File: config.mk
export PLATFORM = sky130hd
export DESIGN_NAME = rv32_bus_master_arb
export DESIGN_NICKNAME = d
export VERILOG_FILES = /design/src/rtl/rv32_bus_master_arb_pkg.sv /design/src/rtl/rv32_bus_master_arb_watchdog.sv /design/src/rtl/rv32_bus_master_arb.sv
export SDC_FILE = /design/constraint.sdc
export NUM_CORES = 1
export LEC_CHECK = 0
export ABC_AREA = 1
export CORE_AREA = 10 10 111 113
export CTS_CLUSTER_DIAMETER = 60
export CTS_CLUSTER_SIZE = 30
export DETAILED_ROUTE_END_ITERATION = 6
export DIE_AREA = 0 0 121 123
export PLACE_DENSITY = 0.76
export SLEW_MARGIN = 20
export SYNTH_ARGS = -nofsm -noshare
export SYNTH_HDL_FRONTEND = slang
export SYNTH_SLANG_ARGS = --single-unit
File: constraint.sdc
create_clock -name clk -period 2.15 [get_ports clk]
set_clock_uncertainty 0.15 [all_clocks]
set_input_delay 0.215 -clock clk [delete_from_list [all_inputs] [get_ports clk]]
set_output_delay 0.215 -clock clk [all_outputs]
set_load 0.1 [all_outputs]
File: src/rtl/rv32_bus_master_arb_pkg.sv
// rv32_bus_master_arb_pkg: shared grant-state encoding and bus constants.
package rv32_bus_master_arb_pkg;

    typedef enum logic [1:0] {
        IDLE   = 2'd0,
        GRANT0 = 2'd1,
        GRANT1 = 2'd2
    } arb_state_t;

    localparam logic [31:0] DEFAULT_TIMEOUT_RDATA = 32'hdeadbeef;

endpackage

File: src/rtl/rv32_bus_master_arb_watchdog.sv
// bus_watchdog: counts stalled cycles of one transaction and pulses expire on the last allowed one.
module bus_watchdog #(
    parameter int unsigned CYCLES = 1024
) (
    input  logic clk,
    input  logic reset,
    input  logic clr,
    input  logic en,
    output logic expire
);

    if (CYCLES == 0) begin : g_off
        assign expire = 1'b0;
    end else begin : g_on
        localparam int CW = $clog2(CYCLES + 1);
        logic [CW-1:0] count;
        always_ff @(posedge clk) begin
            if (reset || clr)
                count <= '0;
            else if (en)
                count <= count + 1'b1;
        end
        assign expire = en && (count == CW'(CYCLES - 1));
    end

endmodule

File: src/rtl/rv32_bus_master_arb.sv
// rv32_bus_master_arb: round-robin two-master arbiter for the native valid/ready bus with a transaction watchdog.
module rv32_bus_master_arb
    import rv32_bus_master_arb_pkg::*;
#(
    parameter int unsigned TIMEOUT_CYCLES = 1024,
    parameter logic [31:0] TIMEOUT_RDATA  = DEFAULT_TIMEOUT_RDATA
) (
    input  logic        clk,
    input  logic        reset,
    input  logic        m0_valid,
    output logic        m0_ready,
    input  logic [31:0] m0_addr,
    input  logic [31:0] m0_wdata,
    input  logic [3:0]  m0_wstrb,
    output logic [31:0] m0_rdata,
    input  logic        m1_valid,
    output logic        m1_ready,
    input  logic [31:0] m1_addr,
    input  logic [31:0] m1_wdata,
    input  logic [3:0]  m1_wstrb,
    output logic [31:0] m1_rdata,
    output logic        s_valid,
    input  logic        s_ready,
    output logic [31:0] s_addr,
    output logic [31:0] s_wdata,
    output logic [3:0]  s_wstrb,
    input  logic [31:0] s_rdata,
    output logic        err_timeout,
    input  logic        err_clear
);

    arb_state_t state, state_nxt;
    logic       last_grant, last_grant_nxt;
    logic       granted, sel1, act_valid, wd_en, expire, fin;

    bus_watchdog #(.CYCLES(TIMEOUT_CYCLES)) u_wd (
        .clk    (clk),
        .reset  (reset),
        .clr    (!granted),
        .en     (wd_en),
        .expire (expire)
    );

    always_ff @(posedge clk) begin
        if (reset) begin
            state       <= IDLE;
            last_grant  <= 1'b1;
            err_timeout <= 1'b0;
        end else begin
            state       <= state_nxt;
            last_grant  <= last_grant_nxt;
            err_timeout <= expire ? 1'b1 : (err_clear ? 1'b0 : err_timeout);
        end
    end

    always_comb begin
        granted        = state != IDLE;
        sel1           = state == GRANT1;
        act_valid      = sel1 ? m1_valid : m0_valid;
        s_valid        = granted && act_valid;
        s_addr         = sel1 ? m1_addr : m0_addr;
        s_wdata        = sel1 ? m1_wdata : m0_wdata;
        s_wstrb        = sel1 ? m1_wstrb : m0_wstrb;
        wd_en          = s_valid && !s_ready;
        // s_ready outranks a simultaneous watchdog expiry
        fin            = (s_valid && s_ready) || expire;
        m0_ready       = (state == GRANT0) && fin;
        m1_ready       = sel1 && fin;
        m0_rdata       = (state == GRANT0) && expire ? TIMEOUT_RDATA : s_rdata;
        m1_rdata       = sel1 && expire ? TIMEOUT_RDATA : s_rdata;
        state_nxt      = state;
        last_grant_nxt = last_grant;
        if (!granted)
            state_nxt = m0_valid && (!m1_valid || last_grant) ? GRANT0 : (m1_valid ? GRANT1 : IDLE);
        else if (fin || !act_valid) begin
            state_nxt      = IDLE;
            last_grant_nxt = sel1;
        end
    end

endmodule
# Yosys cells after proc, flatten, opt, wreduce, memory -nomap -nowiden
# Cells that the tools add are included.
totals:
  wordCells: 41
  in_bits: 174
  regBits: 15
  out_inout_bits: 136
op_classes:
  add_sub_neg: 1
  n_reduce_logical: 20
  mux: 12
  n_eq_ne: 4
ops:
  columns: ["cell", "n"]
  rows:
  - ["32-bit two-way mux", 4]
  - ["11-bit by 1-bit adder with 11-bit output, second input constant", 1]
  - ["11-bit by 10-bit equality test with 1-bit output, second input constant", 1]
  - ["1-bit logical AND", 9]
  - ["2-bit two-way mux", 4]
  - ["1-bit logical NOT", 4]
  - ["1-bit logical OR", 4]
  - ["4-bit two-way mux", 1]
  - ["2-bit nonzero test", 2]
  - ["1-bit two-way mux", 3]
  - ["2-bit by 1-bit equality test with 1-bit output, second input constant", 1]
  - ["2-bit equality test, second input constant", 1]
  - ["2-bit by 1-bit inequality test with 1-bit output, second input constant", 1]
  - ["2-bit AND reduction", 1]

# Logic depth before layout (Yosys ltp)
# Gate-level depths: netlist of run 1.
logic_depth:
  ltp_word: 9
  depth_mapped: 10
  ltp_nobuf: 9

# Cells and area by module
# A second synthesis of run 1 with hierarchy kept.
unflattened:
  hier_cells: 440
  area_unflattened_um2: 2090.8
modules_own_cells:
  columns: ["mod", "n_inst", "cells_per_inst", "area_per_inst_um2", "seq_area_each_um2"]
  rows:
  - ["rv32_bus_master_arb", 1, 373, 1540.2, 80.1]
  - ["bus_watchdog", 1, 67, 550.5, 220.2]

# Worst setup path before layout of run 1
# No wires, ideal clock.
synth_path:
  path_kind: "register to output"
  startpoint: "register state[1]"
  endpoint: "output m0_ready"
  path_slack_ns: -1.564
  required_ns: 1.785
  n_path_buf: 1
  arrival_ns: 3.349
  path_stages_with_launch: 8
  cell_sequence: "dfxtp_1 buf_4 nand2_4 nand2_2 nand2_2 nor2_4 nand2_1 nor3_1"
synth_via:
  elab_chain_cells: 7
  elab_cells_between_ends: 10
  cone_classes: "eq/ne (2); mux (1); reduce/logical (7)"
synth_rtl:
  columns: ["item", "line_no", "source"]
  rows:
  - ["start: declaration", "rv32_bus_master_arb.sv:32", "arb_state_t state, state_nxt;"]
  - ["start signal: assignment", "rv32_bus_master_arb.sv:50", "state <= state_nxt;"]
  - ["2-bit equality test", "rv32_bus_master_arb.sv:58", "sel1 = state == GRANT1;"]
  - ["1-bit two-way mux", "rv32_bus_master_arb.sv:59", "act_valid = sel1 ? m1_valid : m0_valid;"]
  - ["1-bit logical AND *", "rv32_bus_master_arb.sv:60", "s_valid = granted && act_valid;"]
  - ["named net s_valid", "rv32_bus_master_arb.sv:22", "output logic s_valid,"]
  - ["1-bit logical AND", "rv32_bus_master_arb.sv:64", "wd_en = s_valid && !s_ready;"]
  - ["1-bit logical AND", "rv32_bus_master_arb_watchdog.sv:23", "assign expire = en && (count == CW'(CYCLES - 1));"]
  - ["1-bit logical OR *", "rv32_bus_master_arb.sv:66", "fin = (s_valid && s_ready) || expire;"]
  - ["1-bit logical AND *", "rv32_bus_master_arb.sv:67", "m0_ready = (state == GRANT0) && fin;"]
  - ["end: declaration", "rv32_bus_master_arb.sv:11", "output logic m0_ready,"]
# Mark *: on every way through the listed nets, which the timed path passes. The rest lies on a longest branch.

# Final worst setup path of run 1
layout_path:
  startpoint: "register u_wd.g_on.count[1]"
  endpoint: "output m0_rdata[23]"
layout_via:
  elab_chain_cells: 4
layout_rtl:
  columns: ["item", "line_no", "source"]
  rows:
  - ["start: declaration", "rv32_bus_master_arb_watchdog.sv:16", "logic [CW-1:0] count;"]
  - ["start signal: assignment", "rv32_bus_master_arb_watchdog.sv:21", "count <= count + 1'b1;"]
  - ["11-bit by 10-bit equality test with 1-bit output", "rv32_bus_master_arb_watchdog.sv:23", null]
  - ["1-bit logical AND", "rv32_bus_master_arb_watchdog.sv:23", null]
  - ["1-bit logical AND", "rv32_bus_master_arb.sv:69", "m0_rdata = (state == GRANT0) && expire ? TIMEOUT_RDATA : s_rdata;"]
  - ["32-bit two-way mux", "rv32_bus_master_arb.sv:69", null]
  - ["end: declaration", "rv32_bus_master_arb.sv:15", "output logic [31:0] m0_rdata,"]
# Every way passes these cells.

==> results.md, run 1 <==
- Period Utilization, post-route: 103%
- Synth Warn #: 0
- Area growth syn-to-layout: 269%
- Launching point of the worst reg2reg path: u_wd.g_on.count[1]
- 1st-iter DRT viols: 273
- Gr ovfl total: 0
- Std-Cell Rows: 37
- Gr busiest metal: met2
- Slowest CP cell: dfxtp_2
- Met2 Resource Use GR: 47.2%
- Slew HR: 74.5%
- Num CTS Buffers: 3
- Max Freq: 453 MHz
- Clock Pin Slew Worst Setup and Hold Paths: 0.06 ns
- Core box area: 10100 sq um
- First-pass GRT wire length: 27.8 mm
- # nets final: 971
- Setup crit end kind: output pin
- DRT Wirelength: 19.4 mm
- Synth area leader: nand2_1
- GPL Wtd Cong: 0.941
- Total nets after synthesis: 638
- Total GRT Usage: 24.2%
- Met1 Usage GRT: 23.3%
- Die width: 121 um
- Placed Area: 7700 sq um
- CP cell instances: ha_4 -> nand2_4 -> nor2_4 -> nand3_4 -> nor2_8 -> buf_6 -> nand2_8 -> buf_16 -> nand2_8 -> buf_12
- Final design area excluding fillers: 8090 sq um
- Number of global-route vias before repair: 4529
- Dpl hpwl: 17.1 mm
- Register area share after synthesis: 13.7%
- Adder-cell share of the synthesized area: 0.571%
- Number of max-cap violations: 0
- Vias: 4288
- Final WS setup: -0.0567 ns
- Crit-path max FO: 6
- Most frequent cell after synthesis: nand2_1
- XOR/XNOR Fraction of Synth Area: 1.60%
- Kind of critical path: flop to output pin
- Status: finished, violations left
- Antenna-violating nets left: 0
- TritonRoute pass-1 iters: 4
- Post-synth top cells: nand2_1 (302), inv_1 (40), a21oi_1 (29)
- H-tree lvl count: 1
- Post-synthesis mux area share: 0%
- CP startpoint kind: flop
- Failing checks: setup timing
- CP arrival: 1.84 ns
- Fill cells: 606
- Path depth of the worst reg2reg path: 9
- Share of the synthesized area in the top cell type: 51.8%
- Pwr dens: 428 nW/um^2
- Clock Latency Late Sink: 0.25 ns
- Setup TNS: -1.74 ns
- Die area: 14900 sq um
- Hold Crit Depth: 2
- Top cells by area, synth: nand2_1 (52%), dfxtp_1 (14%), inv_1 (6.9%)
- FF/Latch Area: 313 sq um
- Crit path time final: 2.21 ns
- Final Max Tran Viols: 0
- Clock tree buffer depth: 2
- Peak supply drop: 312 uV
- Ys async rst share: 0%
- Layout cells sized above 1: 38.4%
- Main combinational cell family by area after synthesis: simple AND/OR/NAND/NOR gates
- Worst hold path class: flop to flop
- DRC viols: 0
- RSZ-0062 raised after global routing: yes
- Most used DFF post-synth: dfxtp_1
- Via density: 4.60
- Mapped Area: 2190 sq um
- Most used cell, CP: nand2_8
- Hold path start: u_wd.g_on.count[8]
- Synth Area in Simple Gates: 63.5%
- Initial antenna violation count: 1
- Avg Cell Area, Syn: 4.73 sq um
- Io pins: 310
- Final hold violation count: 0
- PortBufs: 309
- Die height: 123 um
- Multi-input gate area: 2450 sq um
- Synth cell types: 26
- Initial Utilization: 21.6%
- Compound-Gate Fraction of Synth Area: 7.09%
- Avg WL per Cell: 20.9 um
- Slew @ Worst Pin: 0.382 ns
- Hold buffers post-CTS: 0
- Final Setup Violations: 49
- CTS root buf: clkbuf_8
- Critical path's largest stage delay: 0.35 ns
- Leakage power: 3.70 nW
- Critical Path RT: 1.78 ns
- Number of flops mapped to enable cells by yosys: 0
- Critical Path Source: u_wd.g_on.count[1]
- Largest net degree at the start of global routing: 47
- FF+latch count, synth: 15
- Syn Inst Count: 463
- CTS tree: built
- Grt met3 use: 8.57%
- Total clock sinks: 15
[final timing paths]
| check | slack (ns) | endpoint |
|---|---|---|
| max reg2reg | 0.55 | err_timeout |
| max | -0.06 | m0_rdata[23] |
| min | 0.35 | u_wd.g_on.count[8] |
| min reg2reg | 0.35 | u_wd.g_on.count[8] |
[registers in the layout (all words and copies together), names as in the netlist]
signal / flops
u_wd.g_on.count: 11
state: 2
err_timeout: 1
last_grant: 1
[final cells by class]
class                   count  share of cell area [%]
flip-flops and latches     15                    3.87
well taps                 136                    2.10
multi-input cells         381                    30.3
diodes                      1                  0.0309
clock buffers               4                   0.557
repair buffers            352                    61.1
inverters                  43                    2.03
[logic make-up after synthesis]
logic type / count (synthesis)
AND/OR/NAND/NOR: 345
buffers and inverters: 67
AO/OA/AOI/OAI: 31
flip-flops: 15
XOR/XNOR: 4
adder cells (fa/ha/maj): 1
[worst max-delay path: cells and delay by family, from the launching register on]
family	cells	cell delay, ns
flops	1	0.35
fa+ha+maj	1	0.16
simple gates	6	0.60
buf+inv	3	0.48
[where the power goes]
part	switching, mW	total (mW)	leakage [nW]	internal, mW
Sequential	0.00619	0.289	0.125	0.282
Combinational	1.84	2.94	3.55	1.10
Clock	0.100	0.231	0.0228	0.131
Total	1.95	3.46	3.70	1.52
[layer usage]
| layer | routed length [um] | share of wire (%) |
|---|---|---|
| met1 | 6100 | 31 |
| met2 | 10700 | 55 |
| met3 | 2090 | 11 |
| met4 | 547 | 2.8 |
| met5 | 0 | 0 |
[metrics by stage]
stage               total power [mW]  std cells  hold WS (ns)  setup slack [ns]  utilization [%]
finish                          3.46        932         0.349           -0.0567             79.8
global route                    3.56        932         0.393            -0.141             79.8
CTS                             3.48        930         0.353           -0.0728             79.5
detailed placement              3.23        913         0.326           -0.0810             76.0
global placement                3.20        913         0.321           -0.0851             76.0
floorplan                       1.95        463         0.127            -0.382                -
[placed cells by master, fill, tap and decap left out, drive strengths merged]
cell	netlist	final
a21oi	29	29
buf	13	179
clkbuf	11	4
clkdlybuf4s50	0	173
dfxtp	15	15
diode	0	1
ha	1	1
inv	42	43
nand2	308	308
nand3	5	5
nand3b	3	3
nand4	4	4
nor2	22	22
nor3	2	2
o21ai	2	2
or2	1	1
xor2	4	4
[repair_timing]
item / 4_1_cts / 5_1_grt
setup endpoints to repair: 65 / 91
gates resized for setup: 37 / 5
cloned: 3 / 0
setup buffers: 10 / 1
endpoints found under the hold margin: 0 / 0
pin swaps: 6 / 2
No activity file was read; power rests on OpenSTA's default activity.
==> run 2: changes to the inputs <==
Settings changed: GPL_TIMING_DRIVEN set to 1, SKIP_LAST_GASP set to 1.
==> run 2 against run 1 <==
Compared with the run above: the flow still finishes with violations (setup timing); sequential cell count unchanged; final cell count rose by 0.32%; total power rose by 0.12%; critical endpoint unchanged.
==> results.md, run 2 (synthesis gave the netlist of run 1 again) <==
- Status: finished, violations left
- Failing checks: setup timing
- Layout cells sized above 1: 38.9% (+0.53 points)
- Avg WL per Cell: 20.9 um (+0.33%)
- Vias: 4277 (-0.26%)
- Die area: 14900 sq um (unchanged)
- Slew @ Worst Pin: 0.374 ns (-0.00805 ns)
- CTS root buf: clkbuf_8
- Die width: 121 um (unchanged)
- Total clock sinks: 15 (unchanged)
- Number of max-cap violations: 0 (unchanged)
- CP arrival: 1.84 ns (about the same)
- CP startpoint kind: flop
- Fill cells: 600 (-0.99%)
- Pwr dens: 426 nW/um^2 (-0.49%)
- TritonRoute pass-1 iters: 4 (unchanged)
- Area growth syn-to-layout: 272%
- Final design area excluding fillers: 8140 sq um (+0.62%)
- PortBufs: 309 (unchanged)
- Launching point of the worst reg2reg path: u_wd.g_on.count[1]
- CTS tree: built
- Die height: 123 um (unchanged)
- Final Max Tran Viols: 0 (unchanged)
- DRC viols: 0 (unchanged)
- Placed Area: 7700 sq um (unchanged)
- Initial Utilization: 21.6% (unchanged)
- Clock tree buffer depth: 2 (unchanged)
- Reg-to-reg slack, setup: 0.55 ns (about the same)
- 1st-iter DRT viols: 258 (-5.5%)
- GPL Wtd Cong: 0.941 (unchanged)
- Multi-input gate area: 2470 sq um (+0.61%)
- Io pins: 310 (unchanged)
- Core box area: 10100 sq um (unchanged)
- Final WS setup: -0.0585 ns (-0.00183 ns)
- # nets final: 973 (+0.21%)
- Most frequent cells in the layout: nand2_1 (221), clkdlybuf4s50_1 (173), buf_12 (142), inv_1 (39), nand2_4 (33)
- Commonest non-fill, non-tap cell in the layout: nand2_1
- Path depth of the worst reg2reg path: 9 (unchanged)
- Num CTS Buffers: 3 (unchanged)
- Largest net degree at the start of global routing: 47 (unchanged)
- Critical Path Source: u_wd.g_on.count[1]
- Antenna-violating nets left: 0 (unchanged)
- First-pass GRT wire length: 27.8 mm (unchanged)
- Gr ovfl total: 0 (unchanged)
- Number of global-route vias before repair: 4529 (unchanged)
- RSZ-0062 raised after global routing: yes
- DRT Wirelength: 19.6 mm (+0.65%)
- Via density: 4.57 (-0.58%)
- Crit-path max FO: 6 (unchanged)
- Most flops, register: u_wd.g_on.count
- Total GRT Usage: 24.2% (unchanged)
- Critical Path RT: 1.78 ns (about the same)
- Leakage power: 3.71 nW (+0.41%)
- Std-Cell Rows: 37 (unchanged)
- Tot Pwr: 3.47 mW (+0.12%)
- Initial antenna violation count: 1 (unchanged)
- Hold path start: u_wd.g_on.count[8]
- Clock Pin Slew Worst Setup and Hold Paths: 0.06 ns (about the same)
- Kind of critical path: flop to output pin
- Slew HR: 75.1% (+0.54 points)
- Hold buffers post-CTS: 0 (unchanged)
- Setup crit end kind: output pin
- Max reg flops: 11 (unchanged)
- Hold Crit Depth: 2 (unchanged)
- Worst hold path class: flop to flop
- Max Freq: 453 MHz (about the same)
- Period Utilization, post-route: 103% (about the same)
- Final Setup Violations: 47 (-4.1%)
- Final hold violation count: 0 (unchanged)
- H-tree lvl count: 1 (unchanged)
- Crit path time final: 2.21 ns (+0.00183 ns)
- Clock Latency Late Sink: 0.25 ns (about the same)
- Peak supply drop: 310 uV (-0.44%)
- Dpl hpwl: 17.1 mm (unchanged)
- Top flop regs: u_wd.g_on.count (11), state (2)
- FF/Latch Area: 313 sq um (unchanged)
run 2: cell types whose count changed in the layout (fill, tap and decap cells not counted), sizes merged:
cell | before | now
diode | 1 | 2
buf | 179 | 180
clkbuf | 4 | 5
run 2: final timing paths:
| path | to |
|---|---|
| setup / recovery | m0_rdata[23] |
| hold / removal | u_wd.g_on.count[8] |
| setup reg to reg | err_timeout |
| hold reg to reg | u_wd.g_on.count[8] |
run 2: layout make-up:
| type | instances | share of cell area (%) |
|---|---|---|
| Timing Repair Buffer | 354 | 61.1 |
| Antenna cell | 2 | 0.0615 |
| Clock buffer | 4 | 0.554 |
| Tap cell | 136 | 2.09 |
| Inverter | 43 | 2.01 |
| Sequential cell | 15 | 3.84 |
| Multi-Input combinational cell | 381 | 30.3 |
run 2: repair_timing:
item                       4_1_cts  5_1_grt
resized for setup               36       10
setup buffers                   10        3
setup endpoints to repair       65       91
cloned                           3        1
pin swaps                        5        3
run 2: where the power goes:
group	switching (mW)	leakage, nW	internal (mW)
clock	0.0987	0.0228	0.131
sequential	0.00695	0.125	0.283
combinational	1.84	3.56	1.10
total	1.95	3.71	1.52
run 2: critical path: stages, from the launching register on:
cell	delay, ns
dfxtp_2	0.35
ha_4	0.16
nand2_4	0.06
nor2_4	0.12
nand3_4	0.12
nor2_8	0.14
buf_6	0.12
nand2_8	0.09
buf_16	0.19
nand2_8	0.07
buf_12	0.17
run 2: routing by layer:
layer	share of wire (%)	global-route usage (%)
met5	0	0
met4	2.7	7.32
met3	10	8.57
met2	55	47.2
met1	32	23.3
run 2: through the flow:
stage          TNS (ns)  setup WS (ns)  utilization [%]  hold slack [ns]  instances
6_report          -1.76        -0.0585             80.3            0.346        935
3_5_place_dp      -2.16        -0.0810             76.0            0.326        913
5_1_grt           -6.23         -0.141             80.2            0.393        934
3_3_place_gp      -2.23        -0.0851             76.0            0.321        913
4_1_cts           -2.58        -0.0728             79.5            0.353        930
2_1_floorplan    -23.77         -0.382                -            0.127        463
